**src/rtl/bsa_pkg.sv**
```systemverilog
// Shared definitions for the bit-serial adder deserializer.
// Holds the FSM state encoding and a sizing helper for the frame counter.
package bsa_pkg;

    // State encodings, kept as named constants so other blocks can decode them.
    localparam logic [1:0] ST_IDLE_ENC  = 2'd0;
    localparam logic [1:0] ST_WAIT_ENC  = 2'd1;
    localparam logic [1:0] ST_SHIFT_ENC = 2'd2;
    localparam logic [1:0] ST_HOLD_ENC  = 2'd3;

    typedef enum logic [1:0] {
        ST_IDLE  = ST_IDLE_ENC,
        ST_WAIT  = ST_WAIT_ENC,
        ST_SHIFT = ST_SHIFT_ENC,
        ST_HOLD  = ST_HOLD_ENC
    } bsa_state_e;

    // Width of a down-counter able to hold max(dly, wl).
    function automatic int cnt_width(input int dly, input int wl);
        int m;
        m = (dly > wl) ? dly : wl;
        if (m < 1) begin
            return 1;
        end else begin
            return $clog2(m + 1);
        end
    endfunction

endpackage

```
**src/rtl/bsa_cnt.sv**
```systemverilog
// Loadable down-counter with zero flag, used to time the WAIT and SHIFT phases.
// Load has priority over decrement; decrement saturates at zero.
module bsa_cnt #(
    parameter int W = 3
) (
    input  logic         clk,
    input  logic         rst,
    input  logic         i_load,
    input  logic [W-1:0] i_load_val,
    input  logic         i_dec,
    output logic         o_zero
);

    localparam logic [W-1:0] L_ONE  = W'(1);
    localparam logic [W-1:0] L_ZERO = W'(0);

    logic [W-1:0] r_cnt;

    // Count register: reload on phase entry, otherwise count down to zero.
    always_ff @(posedge clk or posedge rst) begin
        if (rst) begin
            r_cnt <= L_ZERO;
        end else if (i_load) begin
            r_cnt <= i_load_val;
        end else if (i_dec && (r_cnt != L_ZERO)) begin
            r_cnt <= r_cnt - L_ONE;
        end else begin
            r_cnt <= r_cnt;
        end
    end

    assign o_zero = (r_cnt == L_ZERO);

endmodule

```
**src/rtl/bsa_deser.sv**
```systemverilog
// Deserializer for a bit-serial adder: collects WL sum bits (LSB first)
// after a start pulse and an optional DLY-cycle gap, then holds the parallel
// word until the consumer handshakes.
// Optional feature: define BSA_DESER_CARRY_EN to add carry_in/carry_out so
// that {carry_out, sum} is the full WL+1-bit result.
module bsa_deser
    import bsa_pkg::*;
#(
    parameter int WL  = 4,
    parameter int DLY = 0
) (
    input  logic          clk,
    input  logic          rst,
    input  logic          start,
    input  logic          sbit,
    input  logic          out_ready,
    output logic [WL-1:0] sum,
    output logic          out_valid,
    output logic          busy
`ifdef BSA_DESER_CARRY_EN
    ,
    input  logic          carry_in,
    output logic          carry_out
`endif
);

    localparam int CW = cnt_width(DLY, WL);

    // Counter reload values: the phase ends on the edge where the counter is zero.
    localparam logic [CW-1:0] L_WAIT_LD  = CW'((DLY > 0) ? (DLY - 1) : 0);
    localparam logic [CW-1:0] L_SHIFT_LD = CW'(WL - 1);

    // A new frame enters WAIT only when there is a gap to wait out.
    localparam bsa_state_e    L_FIRST_ST = (DLY > 0) ? ST_WAIT : ST_SHIFT;
    localparam logic [CW-1:0] L_FIRST_LD = (DLY > 0) ? L_WAIT_LD : L_SHIFT_LD;

    bsa_state_e    r_state;
    logic [WL-1:0] r_sum;
    logic          r_valid;
    logic          r_busy;
`ifdef BSA_DESER_CARRY_EN
    logic          r_carry;
`endif

    logic          w_load;
    logic          w_dec;
    logic          w_zero;
    logic [CW-1:0] w_load_val;

    bsa_cnt #(
        .W (CW)
    ) u_cnt (
        .clk        (clk),
        .rst        (rst),
        .i_load     (w_load),
        .i_load_val (w_load_val),
        .i_dec      (w_dec),
        .o_zero     (w_zero)
    );

    // Counter control: reload on every entry into WAIT or SHIFT, count down inside them.
    always_comb begin
        w_load     = 1'b0;
        w_dec      = 1'b0;
        w_load_val = L_FIRST_LD;
        case (r_state)
            ST_IDLE: begin
                if (start) begin
                    w_load     = 1'b1;
                    w_load_val = L_FIRST_LD;
                end else begin
                    w_load     = 1'b0;
                end
            end
            ST_WAIT: begin
                if (w_zero) begin
                    w_load     = 1'b1;
                    w_load_val = L_SHIFT_LD;
                end else begin
                    w_dec      = 1'b1;
                end
            end
            ST_SHIFT: begin
                w_dec = 1'b1;
            end
            ST_HOLD: begin
                if (out_ready && start) begin
                    w_load     = 1'b1;
                    w_load_val = L_FIRST_LD;
                end else begin
                    w_load     = 1'b0;
                end
            end
            default: begin
                w_load = 1'b0;
                w_dec  = 1'b0;
            end
        endcase
    end

    // Frame FSM with registered sum, valid, busy (and carry) outputs.
    always_ff @(posedge clk or posedge rst) begin
        if (rst) begin
            r_state <= ST_IDLE;
            r_sum   <= '0;
            r_valid <= 1'b0;
            r_busy  <= 1'b0;
`ifdef BSA_DESER_CARRY_EN
            r_carry <= 1'b0;
`endif
        end else begin
            case (r_state)
                ST_IDLE: begin
                    if (start) begin
                        r_state <= L_FIRST_ST;
                        r_busy  <= 1'b1;
                    end else begin
                        r_state <= ST_IDLE;
                    end
                end
                ST_WAIT: begin
                    // sbit and start are deliberately ignored here.
                    if (w_zero) begin
                        r_state <= ST_SHIFT;
                    end else begin
                        r_state <= ST_WAIT;
                    end
                end
                ST_SHIFT: begin
                    // LSB arrives first, so shift in from the top.
                    r_sum <= {sbit, r_sum[WL-1:1]};
                    if (w_zero) begin
                        r_state <= ST_HOLD;
                        r_valid <= 1'b1;
                        r_busy  <= 1'b0;
`ifdef BSA_DESER_CARRY_EN
                        r_carry <= carry_in;
`endif
                    end else begin
                        r_state <= ST_SHIFT;
                    end
                end
                ST_HOLD: begin
                    // A handshake with start pending chains straight into the next frame.
                    if (r_valid && out_ready) begin
                        r_valid <= 1'b0;
                        if (start) begin
                            r_state <= L_FIRST_ST;
                            r_busy  <= 1'b1;
                        end else begin
                            r_state <= ST_IDLE;
                        end
                    end else begin
                        r_state <= ST_HOLD;
                    end
                end
                default: begin
                    r_state <= ST_IDLE;
                    r_valid <= 1'b0;
                    r_busy  <= 1'b0;
                end
            endcase
        end
    end

    assign sum       = r_sum;
    assign out_valid = r_valid;
    assign busy      = r_busy;
`ifdef BSA_DESER_CARRY_EN
    assign carry_out = r_carry;
`endif

endmodule

```
**config.mk**
```make
export PLATFORM = sky130hd
export DESIGN_NAME = bsa_deser
export DESIGN_NICKNAME = d
export VERILOG_FILES = /design/src/rtl/bsa_pkg.sv /design/src/rtl/bsa_cnt.sv /design/src/rtl/bsa_deser.sv
export SDC_FILE = /design/constraint.sdc
export NUM_CORES = 1
export LEC_CHECK = 0
export ABC_CLOCK_PERIOD_IN_PS = 1650
export CAP_MARGIN = 10
export CORE_AREA = 2 2 39 41
export CTS_BUF_LIST = sky130_fd_sc_hd__clkbuf_2
export DETAILED_ROUTE_END_ITERATION = 6
export DIE_AREA = 0 0 41 43
export DONT_BUFFER_PORTS = 1
export PLACE_DENSITY = 0.68
export SETUP_SLACK_MARGIN = 0.3
export SYNTH_ARGS = -nofsm -noshare
export SYNTH_HDL_FRONTEND = slang
export SYNTH_SLANG_ARGS = --single-unit
```
**constraint.sdc**
```tcl
create_clock -name clk -period 1.65 [get_ports clk]
set_input_delay 0.165 -clock clk [delete_from_list [all_inputs] [get_ports clk]]
set_output_delay 0.165 -clock clk [all_outputs]
set_load 0.02 [all_outputs]
```
==> results of run 1 <==
worst paths after layout:
check,endpoint,startpoint
min,sum[3]$_DFFE_PP0N_,sbit
min reg2reg,u_cnt.r_cnt[1]$_DFFE_PP0P_,u_cnt.r_cnt[1]$_DFFE_PP0P_
max,u_cnt.r_cnt[0]$_DFFE_PP0P_,u_cnt.r_cnt[0]$_DFFE_PP0P_
max in group asynchronous,r_state[0]$_DFF_PP0_,rst
min in group asynchronous,out_valid$_DFFE_PP0P_,rst
max reg2reg,u_cnt.r_cnt[0]$_DFFE_PP0P_,u_cnt.r_cnt[0]$_DFFE_PP0P_
metrics by stage:
stage          worst slack, ps  power [mW]  instance area [um^2]  hold slack, ps   util
6_report                   241        1.43                   793            63.0  0.573
5_1_grt                    210        1.54                   793            41.1  0.573
4_1_cts                    243        1.36                   762            42.3  0.551
3_5_place_dp               174        1.13                   683            55.0  0.494
3_3_place_gp               190        1.11                   683            57.1  0.494
2_1_floorplan              215        1.01                   672            17.4      -
placed cells by master, fill, tap and decap left out, drive strengths merged, types with 2 or more instances in the layout:
cell type   n
a21oi       5
ha          9
dfrtp      11
clkbuf      4
mux2        4
nor2        2
inv         8
o21ai       6
buf         4
cells by family after synthesis:
group           Yosys count  synth area share
compound gates           19             0.189
flops                    11             0.419
buf+inv                  10            0.0705
fa+ha+maj                 9             0.171
simple gates              7            0.0667
mux                       5            0.0838
flip-flops by register name (all words and copies together) (netlist names):
| signal | cells |
|---|---|
| sum | 4 |
| r_state | 2 |
| out_valid | 1 |
| busy | 1 |
| u_cnt.r_cnt | 3 |
timing repair:
action / CTS / global route
hold endpoints to repair: 11 / 0
pin swaps: 3 / 0
endpoints found under the setup margin: 8 / 11
hold buffers: 1 / 0
resized for setup: 8 / 10
setup buffers: 3 / 0
report_power, final:
| part | internal (mW) | total, mW | switching [mW] |
|---|---|---|---|
| clock | 0.0644 | 0.143 | 0.0785 |
| combinational | 0.379 | 0.741 | 0.363 |
| sequential | 0.386 | 0.546 | 0.160 |
| total | 0.829 | 1.43 | 0.601 |
cell type report:
class                   count  area share
clock buffers               4      0.0252
multi-input cells          40       0.508
inverters                   8      0.0379
repair buffers              5      0.0552
flip-flops and latches     11       0.349
well taps                  16      0.0252
metal layers:
metal / share of wire / vias to the layer above / global-route usage
met5: 0 / - / 0
met2: 0.48 / 13 / 0.241
met3: 0.050 / 7 / 0.0419
met1: 0.43 / 224 / 0.172
li1: - / 227 / -
met4: 0.041 / 0 / 0.120
==> impl_metrics.csv, run 1 <==
group,metric,value,unit
run_status,status,"complete, no violations",
layout,area_growth,20.8,%
layout,diodes,0,
yosys,synth.top_cells.by_count,"11 x dfrtp_1, 9 x ha_1, 8 x inv_1",
detailed_routing,dr.first_iter.drc_count,9,
global_routing,grtUsageTotal,0.157,
layout,fillers,118,
floorplan,start_util,0.475,
floorplan,ios,11,
setup_path,cpMostUsedCell,"ha_4",
min_path,hold_path_depth,1,
layout,final_cells,84,
sta,period_needed,1410,ps
yosys,ys.flop_type,"dfrtp_1",
setup_path,crit_fanout,7,
global_routing,antenna_found_initial,0,
placed_design,dpl.hpwl,838,um
sta,skew,6.06,ps
yosys,syn_area,657,um^2
min_path,min_path_type,"in -> reg",
detailed_routing,wirelength,1180,um
sta,relSlewSlack,0.748,
global_routing,grt_pass1_wl,1780,um
detailed_routing,via_per_inst,5.61,
sta,timing.fmax,0.710,GHz
setup_path,required,1830,ps
floorplan,dieHeight,43,um
clocking,clock_path_buffers,2,
sta,fin_tns_setup,0,ps
power,p_leak,0.337,nW
global_routing,overflow,0,
power,pwr_density_cell,1800,mW/mm^2
detailed_routing,drc,0,
detailed_routing,num_vias,471,
setup_path,reg2regPathDepth,6,
detailed_routing,wl_per_cell,14.0,um
global_routing,grt_pass1_vias,449,
yosys,synthCells,61,
clocking,clock_sinks,11,
yosys,ys_types,23,
sta,final_max_slew_viol_count,0,
floorplan,core,0.00138,mm^2
yosys,synth_top_area_share,0.419,
clocking,cts_max_level,1,
yosys,synth-edff-count,0,
sta,setup_viol,0,
yosys,yosysWarnings,0,
yosys,synth_nets,75,
clocking,cts_tree,"yes",
sta,final_hold_viol_count,0,
floorplan,die-area,0.00176,mm^2
floorplan,rows,14,
placed_design,gp_congestion,0.697,
layout,multi_input_area,403,um^2
clocking,path_clk_slew,90,ps
setup_path,crit_cells,6,
yosys,syn-mean-instance-area,10.8,um^2
global_routing,grt_max_degree,12,
floorplan,die_width,41,um
sta,finalCritPeriodShare,0.854,
yosys,yosys.cell_count.top_type,"dfrtp_1",
setup_path,crit_chain,"inv_2 > ha_4 > ha_4 > nand2b_4 > or3_1 > nand3_1",
layout,final_nets,83,
placed_design,portBuffers,0,
layout,ff_latch_area,277,um^2
yosys,yosys_register_bits,11,
yosys,yosysTopAreaCell,"dfrtp_1",
power,ir_worst_vdd,0.906,mV
setup_path,end_kind,"flop",
clocking,cts_buffers,3,
setup_path,criticalPathCategory,"reg -> reg",
yosys,synthTopCellsByArea,"dfrtp_1 42%, ha_1 17%, mux2_2 6.9%",
setup_path,r2r_setup_slack,240,ps
sta,rsz0062_at_grt,"yes",
detailed_routing,first_pass_iters,4,
setup_path,slowest_stage,"dfrtp_1",
setup_path,arrival,1590,ps
yosys,synthArstFlopShare,1.00,
clocking,clk_latency,250,ps
run,maxCapViolations,0,
setup_path,worst-path-buf-inv,1,
placed_design,placed_cells,76,
detailed_routing,ant_nets,0,
layout,drive_gt1_frac,0.382,
sta,tightest_slew,378,ps
setup_path,start_kind,"flop",
clocking,clockRootBuffer,"clkbuf_2",
setup_path,slowest_delay,380,ps
yosys,seq_area_frac_synth,0.419,
setup_path,cpLargestDelayFamily,"simple AND/OR/NAND/NOR gates",
Power figures use the tool's default switching activity.
==> run 2: changes to the inputs <==
--- a/config.mk
+++ b/config.mk
@@ -11,8 +11,7 @@
 export CTS_BUF_LIST = sky130_fd_sc_hd__clkbuf_2
 export DETAILED_ROUTE_END_ITERATION = 6
 export DIE_AREA = 0 0 41 43
-export DONT_BUFFER_PORTS = 1
-export PLACE_DENSITY = 0.68
+export PLACE_DENSITY = 0.79
 export SETUP_SLACK_MARGIN = 0.3
 export SYNTH_ARGS = -nofsm -noshare
 export SYNTH_HDL_FRONTEND = slang
==> run 2 against run 1 <==
Effect of this change: worst hold slack better by 110 ps; die area unchanged; wire length increased by 18%; sequential power fell by 15%; sequential cell count is the same; cell count up 12%; critical endpoint is now u_cnt.r_cnt[2]$_DFFE_PP0P_; largest power group unchanged; highest routed layer unchanged.
==> impl_metrics.csv, run 2 (synthesis gave the netlist of run 1 again) <==
group,metric,value,unit
run_status,status,"complete, no violations",
setup_path,required,1820,ps
detailed_routing,wl_per_cell,14.8,um
setup_path,criticalPathCategory,"reg -> reg",
clocking,clockRootBuffer,"clkbuf_2",
detailed_routing,first_pass_iters,1,
layout,largest_register_ffs,4,
power,pwr_density_cell,1840,mW/mm^2
sta,period_needed,1410,ps
clocking,clock_sinks,11,
layout,final_nets,93,
clocking,cts_max_level,1,
setup_path,crit_fanout,7,
setup_path,end_kind,"flop",
setup_path,r2r_setup_slack,240,ps
setup_path,endpoint,"u_cnt.r_cnt[2]$_DFFE_PP0P_",
global_routing,grt_pass1_vias,528,
global_routing,grtUsageTotal,0.203,
detailed_routing,ant_nets,0,
floorplan,die-area,0.00176,mm^2
sta,rsz0062_at_grt,"yes",
layout,final_common_cell,"dfrtp_1",
floorplan,ios,11,
setup_path,r2r-start,"u_cnt.r_cnt[0]$_DFFE_PP0P_",
detailed_routing,num_vias,502,
floorplan,core,0.00138,mm^2
clocking,clk_latency,270,ps
sta,relSlewSlack,0.712,
global_routing,grt_pass1_wl,2350,um
run,maxCapViolations,0,
floorplan,rows,14,
global_routing,antenna_found_initial,0,
sta,timing.fmax,0.707,GHz
floorplan,dieHeight,43,um
setup_path,cp-startpoint,"u_cnt.r_cnt[0]$_DFFE_PP0P_",
placed_design,portBuffers,10,
detailed_routing,drc,0,
setup_path,reg2regPathDepth,6,
floorplan,start_util,0.475,
detailed_routing,wirelength,1390,um
sta,finalCritPeriodShare,0.857,
sta,setup_viol,0,
clocking,clock_path_buffers,2,
placed_design,dpl.hpwl,992,um
setup_path,worst-path-buf-inv,1,
layout,diodes,0,
setup_path,slowest_stage,"dfrtp_1",
sta,final_hold_viol_count,0,
sta,final_max_slew_viol_count,0,
placed_design,post-place-ws,115,ps
layout,final_cell_mix,"10 x dfrtp_1, 6 x dlygate4sd2_1, 5 x ha_4",
setup_path,crit_chain,"inv_2 > ha_4 > ha_4 > a21oi_2 > a211o_1 > o311a_4",
detailed_routing,via_per_inst,5.34,
clocking,cts_tree,"yes",
sta,tightest_slew,432,ps
clocking,path_clk_slew,110,ps
global_routing,overflow,0,
power,p_total,1.70,mW
clocking,cts_buffers,3,
setup_path,crit_cells,6,
sta,skew,1.49,ps
sta,fin_ws,236,ps
power,ir_worst_vdd,1.12,mV
layout,drive_gt1_frac,0.397,
placed_design,gp_congestion,0.718,
min_path,min_path_type,"in -> async",
setup_path,cpLargestDelayFamily,"compound AO/OA/AOI/OAI gates",
setup_path,r2r_end,"u_cnt.r_cnt[2]$_DFFE_PP0P_",
layout,fillers,114,
floorplan,die_width,41,um
setup_path,start_kind,"flop",
clocking,holdBufCountCts,0,
layout,area_growth,41.0,%
power,p_leak,0.397,nW
detailed_routing,dr.first_iter.drc_count,0,
setup_path,arrival,1580,ps
setup_path,cpMostUsedCell,"ha_4",
global_routing,grt_max_degree,12,
sta,fin_tns_setup,0,ps
setup_path,slowest_delay,400,ps
-- run 2: cell types whose count changed in the layout (fill, tap and decap cells not counted), sizes merged --
| cell | delta |
|---|---|
| dlygate4sd2 | +6 |
| clkdlybuf4s50 | +4 |
| buf | +1 |
| dlygate4sd3 | -1 |
-- run 2: worst min-delay path by stage --
| stage | start | to | cells after the start |
|---|---|---|---|
| 6_report | rst | sum[0]$_DFFE_PP0N_ | 2 |
| 5_1_grt | rst | u_cnt.r_cnt[0]$_DFFE_PP0P_ | 2 |
| 4_1_cts | rst | u_cnt.r_cnt[0]$_DFFE_PP0P_ | 2 |
| 3_5_place_dp | rst | sum[0]$_DFFE_PP0N_ | 2 |
| 3_3_place_gp | rst | u_cnt.r_cnt[0]$_DFFE_PP0P_ | 2 |
| 2_1_floorplan | rst | busy$_DFFE_PP0P_ | 1 |
-- run 2: layout make-up --
class	instances	area, um^2	area share
repair buffers	15	134	0.145
multi-input cells	40	443	0.478
well taps	16	20.0	0.0216
clock buffers	4	20.0	0.0216
flip-flops and latches	11	277	0.299
inverters	8	32.5	0.0351
-- run 2: power by group --
group          internal [mW]  switching [mW]
registers              0.386          0.0789
clock network         0.0643          0.0961
logic                  0.563           0.513
total                   1.01           0.688
-- run 2: metrics by stage --
step / instances / utilization / cell area [um^2] / hold WS [ps]
floorplan: 61 / - / 672 / 17.4
global placement: 86 / 0.566 / 783 / 480
detailed placement: 86 / 0.566 / 783 / 494
CTS: 93 / 0.633 / 876 / 185
global route: 94 / 0.669 / 926 / 220
finish: 94 / 0.669 / 926 / 174
-- run 2: repair_timing --
action,4_1_cts,5_1_grt
pin swaps,3,3
setup endpoints to repair,14,10
resized for setup,19,15
buffers inserted,3,1
-- run 2: layer usage --
metal  GRT usage  wire (um)
met4       0.120         44
met1       0.221        566
met2       0.344        759
met5           0          0
met3      0.0314         23
==> run 3: changes to the inputs <==
--- a/config.mk
+++ b/config.mk
@@ -5,7 +5,6 @@
 export SDC_FILE = /design/constraint.sdc
 export NUM_CORES = 1
 export LEC_CHECK = 0
-export ABC_CLOCK_PERIOD_IN_PS = 1650
 export CAP_MARGIN = 10
 export CORE_AREA = 2 2 39 41
 export CTS_BUF_LIST = sky130_fd_sc_hd__clkbuf_2
==> results of run 3 <==
Same layout as run 2: the final DEF is identical, and so are final timing and power.
